File: src/rtl/eab_agu.sv
// rtl/eab_agu.sv - pipelined effective-address generator with burst output
// Adds PC/Ra base to a sign-extended IR offset, then streams burst_len+1 strided addresses.
module eab_agu #(
    parameter int WIDTH  = 16,
    parameter int IR_W   = 11,
    parameter int BL_W   = 3,
    parameter int STRIDE = 1
) (
    input  logic             clk,
    input  logic             rst,
    input  logic             in_valid,
    output logic             in_ready,
    input  logic [IR_W-1:0]  IR,
    input  logic [WIDTH-1:0] Ra,
    input  logic [WIDTH-1:0] PC,
    input  logic             selEAB1,
    input  logic [1:0]       selEAB2,
    input  logic [BL_W-1:0]  burst_len,
    output logic             out_valid,
    input  logic             out_ready,
    output logic [WIDTH-1:0] addr,
    output logic             addr_last,
    output logic             busy
);

    typedef enum logic {IDLE = 1'b0, BURST = 1'b1} state_t;

    localparam logic [WIDTH-1:0] STEP = WIDTH'(STRIDE);

    state_t           state_q, state_d;
    logic [WIDTH-1:0] addr_q, addr_d;
    logic [BL_W-1:0]  rem_q, rem_d;
    logic             last_q, last_d;
    logic [WIDTH-1:0] base, offset;
    logic             accept, consume;

    // Signed size casts replicate the field's top bit up to WIDTH.
    always_comb begin
        base = selEAB1 ? Ra : PC;
        case (selEAB2)
            2'b00:   offset = '0;
            2'b01:   offset = WIDTH'($signed(IR[5:0]));
            2'b10:   offset = WIDTH'($signed(IR[8:0]));
            default: offset = WIDTH'($signed(IR));
        endcase
    end

    assign accept  = in_valid & in_ready;
    assign consume = out_valid & out_ready;

    always_ff @(posedge clk or posedge rst) begin
        if (rst) begin
            state_q <= IDLE;
        end else begin
            state_q <= state_d;
        end
    end

    always_comb begin
        state_d = state_q;
        case (state_q)
            IDLE:    if (accept) state_d = BURST;
            BURST:   if (consume && last_q && !accept) state_d = IDLE;
            default: state_d = IDLE;
        endcase
    end

    // A request can be taken while the final beat drains, so bursts chain without a gap.
    always_comb begin
        out_valid = (state_q == BURST);
        in_ready  = !out_valid | (out_ready & last_q);
        busy      = out_valid | (rem_q != '0);
    end

    always_comb begin
        addr_d = addr_q;
        rem_d  = rem_q;
        last_d = last_q;
        if (accept) begin
            addr_d = base + offset;
            rem_d  = burst_len;
            last_d = (burst_len == '0);
        end else if (consume && !last_q) begin
            addr_d = addr_q + STEP;
            rem_d  = rem_q - BL_W'(1);
            last_d = (rem_q == BL_W'(1));
        end else if (consume) begin
            last_d = 1'b0;
        end
    end

    always_ff @(posedge clk or posedge rst) begin
        if (rst) begin
            addr_q <= '0;
            rem_q  <= '0;
            last_q <= 1'b0;
        end else begin
            addr_q <= addr_d;
            rem_q  <= rem_d;
            last_q <= last_d;
        end
    end

    assign addr      = addr_q;
    assign addr_last = last_q;

endmodule

File: config.mk
export PLATFORM = sky130hd
export DESIGN_NAME = eab_agu
export DESIGN_NICKNAME = d
export VERILOG_FILES = /design/src/rtl/eab_agu.sv
export SDC_FILE = /design/constraint.sdc
export NUM_CORES = 1
export LEC_CHECK = 0
export CAP_MARGIN = 10
export CORE_ASPECT_RATIO = 1.1
export CORE_UTILIZATION = 47
export CTS_CLUSTER_SIZE = 28
export DETAILED_ROUTE_END_ITERATION = 6
export GPL_TIMING_DRIVEN = 0
export PLACE_DENSITY = 0.89
export REMOVE_ABC_BUFFERS = 1
export SLEW_MARGIN = 20
export SYNTH_ARGS = -nofsm -noshare
export SYNTH_HDL_FRONTEND = slang
export SYNTH_SLANG_ARGS = --single-unit
File: constraint.sdc
create_clock -name clk -period 2.3 [get_ports clk]
set_clock_uncertainty 0.15 [all_clocks]
set_input_delay 0.46 -clock clk [delete_from_list [all_inputs] [get_ports clk]]
set_output_delay 0.46 -clock clk [all_outputs]
set_load 0.03 [all_outputs]
==> impl_results.rst <==
.. list-table::
   :header-rows: 1

   * - Metric
     - Value
   * - Root buffer selected by CTS
     - clkbuf_8
   * - Critical Path Start
     - selEAB2[0]
   * - Startpoint of the worst register-to-register path
     - addr_last
   * - Rel. slew slack
     - 0.439
   * - Count of H-tree levels built during CTS
     - 1
   * - Fraction of the yosys area taken by sequential cells
     - 0.238
   * - Row count
     - 25
   * - VDD IR max
     - 0.000414 V
   * - Post-route cell area
     - 3860 sq um
   * - DRC violation count after routing
     - 0
   * - Total number of clock tree sinks
     - 21
   * - TritonCTS clock tree
     - done
   * - Initial standard-cell utilization of the core
     - 0.500
   * - Post-synth top area share
     - 0.238
   * - Most area-hungry cell type in the Yosys netlist
     - dfrtp_1
   * - Unrepaired setup endpoints after global routing
     - yes
   * - Crit Path Category
     - input port to flip-flop
   * - Final antenna-violating net count
     - 0
   * - Max Slew Vio Count
     - 0
   * - Antenna Diode Count
     - 0
   * - Top-Level Pins
     - 73
   * - Routed vias/inst
     - 6.80
   * - Layout overhead on the synthesized area
     - 74.9%
   * - Mean Syn Cell Area
     - 8.45 sq um
   * - Setup_tns
     - -1.82 ns
   * - Leak Pwr
     - 1.70 nW
   * - Mapped cell area
     - 2210 sq um
   * - Initial antenna violation count
     - 0
   * - Die height
     - 73.9 microns
   * - Type of the worst min-delay path
     - flip-flop to flip-flop
   * - Placed Instance Area
     - 2970 sq um
   * - Peak fanout along the critical path
     - 5
   * - Met1 Resource Use GR
     - 0.405
   * - Floorplan die area
     - 4970 sq um
   * - Met3 Use GR
     - 0.0326
   * - Largest net degree at the start of global routing
     - 22
   * - Number of maximum-capacitance constraint violations
     - 0
   * - Clock buffer count from CTS
     - 3
   * - Type of element launching the critical path
     - input port
   * - Capture instance of the worst register-to-register path
     - addr[2]
   * - Tot GR Track Use
     - 0.344
   * - Global-route wire length before repair
     - 12.8 mm
   * - Total Wirelength
     - 9.84 mm
   * - Placed insts
     - 380
   * - Reg2reg setup slack
     - 0.18 ns
   * - DR pass1 iterations
     - 6
   * - Clk Latency, worst-skew pair
     - 0.27 ns
   * - Highest-utilization routing layer at the global route stage
     - met2
   * - Met2 Track Usage GR
     - 0.604
   * - Deepest clock path buffer count
     - 2
   * - Port Buf Inserts
     - 72
   * - Run status
     - complete, but fails checks
   * - Fraction of final layout cells with drive strength greater than 1
     - 0.368
   * - Hold-fix buffers, CTS
     - 0
   * - Leading register cell type out of synthesis
     - dfrtp_1
   * - Endpoint required time on the critical path
     - 2.33 ns
   * - Number of hold violations in the final report
     - 0
   * - Number of unique standard cell types used by synthesis
     - 53
   * - Post-synthesis instance total
     - 261
   * - Highest clock rate
     - 378 MHz
   * - Slew at the pin closest to its max-slew limit
     - 0.841 ns
   * - Final worst path period need
     - 2.65 ns
   * - Routed length per instance
     - 23.1 microns
   * - R2R depth
     - 5
   * - Worst EP arrival
     - 2.68 ns
   * - Net count, final
     - 446
   * - Power Density
     - 806 nW/um^2
   * - Count of non-filler cells in the finished layout
     - 426
   * - Crit end category
     - flip-flop
   * - Via count
     - 2895
   * - Vias in the first global route
     - 2659
   * - Yosys warning total
     - 0
   * - Violated checks
     - setup timing
   * - Endpoint of the most critical setup path
     - addr[15]
   * - Final worst path period share
     - 1.15
   * - Placer's final routability congestion estimate
     - 0.888
   * - Final Worst Setup Slack
     - -0.346 ns
   * - Number of DRC markers after the initial detailed-route iteration
     - 406
   * - Die span in x
     - 67.3 microns
   * - Count of fill cells added during filler insertion
     - 195
   * - Biggest area contributors in the synthesized netlist
     - dfrtp_1 24%, ha_1 11%, mux2_2 8.2%
   * - Overflow after GRT
     - 0
   * - EDFF count, synth
     - 0
   * - Clock edge transition at the registers on the reported setup and hold paths
     - 0.09 ns
   * - Placed wire-length estimate
     - 4.25 mm
   * - Share of synthesized flip-flops with an asynchronous set or reset
     - 1.00
   * - #FFs+latches synth
     - 21
   * - Area of the core region
     - 4410 sq um
   * - # setup viols final
     - 11
## layout by cell type (no fill, tap or decap), drive strengths merged, types with 7 or more instances in the layout
cell type	instances
nor2b	7
mux2	16
a21oi	19
xnor2	15
buf	49
nand4	7
nor2	15
clkbuf	7
nand2	34
dfrtp	21
clkdlybuf4s50	40
ha	19
inv	7
o21ai	16
clkdlybuf4s15	9
nand3	7
xor2	8
## sequential cells by signal, summed over array words and instances (netlist names)
signal,flops
addr_last,1
rem_q,3
out_valid,1
addr,16
## critical path, cell delays in order
cell	delay [ns]
buf_8	0.11
mux2_4	0.31
a21boi_4	0.21
clkinv_4	0.13
buf_4	0.16
ha_4	0.18
nor3_1	0.29
nand3_1	0.20
o211a_1	0.20
o41ai_4	0.07
a21oi_2	0.12
o31ai_2	0.23
## logic make-up after synthesis
| logic type | count (synthesis) | synth area share |
|---|---|---|
| muxes | 18 | 0.0908 |
| AOI/OAI and AO/OA | 69 | 0.221 |
| buffers and inverters | 15 | 0.0261 |
| xor gates and xnor gates | 23 | 0.0913 |
| DFF | 21 | 0.238 |
| adders and majority gates | 20 | 0.117 |
| and+or+nand+nor | 95 | 0.216 |
## layer usage
metal | share of wire | wire [microns] | vias up
met5 | 0 | 0 | -
met4 | 0.076 | 750 | 0
met3 | 0.099 | 974 | 80
met2 | 0.47 | 4650 | 277
met1 | 0.35 | 3460 | 1355
li1 | - | - | 1183
## timing repair
item / in CTS / in global routing
endpoints found under the setup margin: 18 / 13
endpoints found under the hold margin: 0 / 0
gates resized for setup: 144 / 39
setup buffers: 34 / 10
pin swaps: 43 / 40
gates cloned: 1 / 0
## worst min path at each step
stage | endpoint | start | cells after the start | slack [ns]
after global routing | addr[6] | addr[6] | 1 | 0.43
after detailed placement | addr[6] | addr[6] | 1 | 0.39
after global placement | rem_q[1] | rem_q[1] | 2 | 0.37
after floorplan | addr[0] | rst | 1 | 0.29
final | rem_q[1] | rem_q[1] | 2 | 0.42
after CTS | addr[6] | addr[6] | 1 | 0.40
## power by group
part / total, mW / switching [mW] / internal (mW) / leakage [nW]
Combinational: 2.07 / 1.13 / 0.939 / 1.43
Sequential: 0.781 / 0.242 / 0.539 / 0.249
Clock: 0.257 / 0.136 / 0.121 / 0.0255
## synth_stat cells (all sizes together) (2+ instances only)
master and instances:
nand2 34, dfrtp 21, a21oi 19, ha 19
mux2 16, o21ai 16, nor2 15, xnor2 15
inv 8, xor2 8, nand3 7, nand4 7
nor2b 7, and3 6, clkbuf 6, nor3 6
a21o 5, a211oi 4, o211ai 4, or3 3
a221o 2, a221oi 2, a31oi 2, and2 2
mux2i 2, nand2b 2, o211a 2, o21a 2
o41ai 2
## stage by stage
| stage | worst slack [ns] | utilization | hold WS (ns) | power [mW] |
|---|---|---|---|---|
| finish | -0.346 | 0.875 | 0.417 | 3.11 |
| global route | -0.377 | 0.875 | 0.430 | 3.22 |
| CTS | -0.172 | 0.837 | 0.401 | 2.81 |
| detailed placement | -1.76 | 0.673 | 0.385 | 2.31 |
| global placement | -1.69 | 0.673 | 0.370 | 2.25 |
| floorplan | -0.443 | - | 0.287 | 1.71 |
## final cells by class
cell class / instances / area [sq um] / area share
inverters: 8 / 35.0 / 0.00908
clock buffers: 3 / 41.3 / 0.0107
multi-input cells: 225 / 2100 / 0.543
clock inverters: 1 / 5.00 / 0.00130
repair buffers: 114 / 1090 / 0.282
flip-flops and latches: 21 / 526 / 0.136
well taps: 54 / 67.6 / 0.0175
Power figures use the tool's default switching activity.
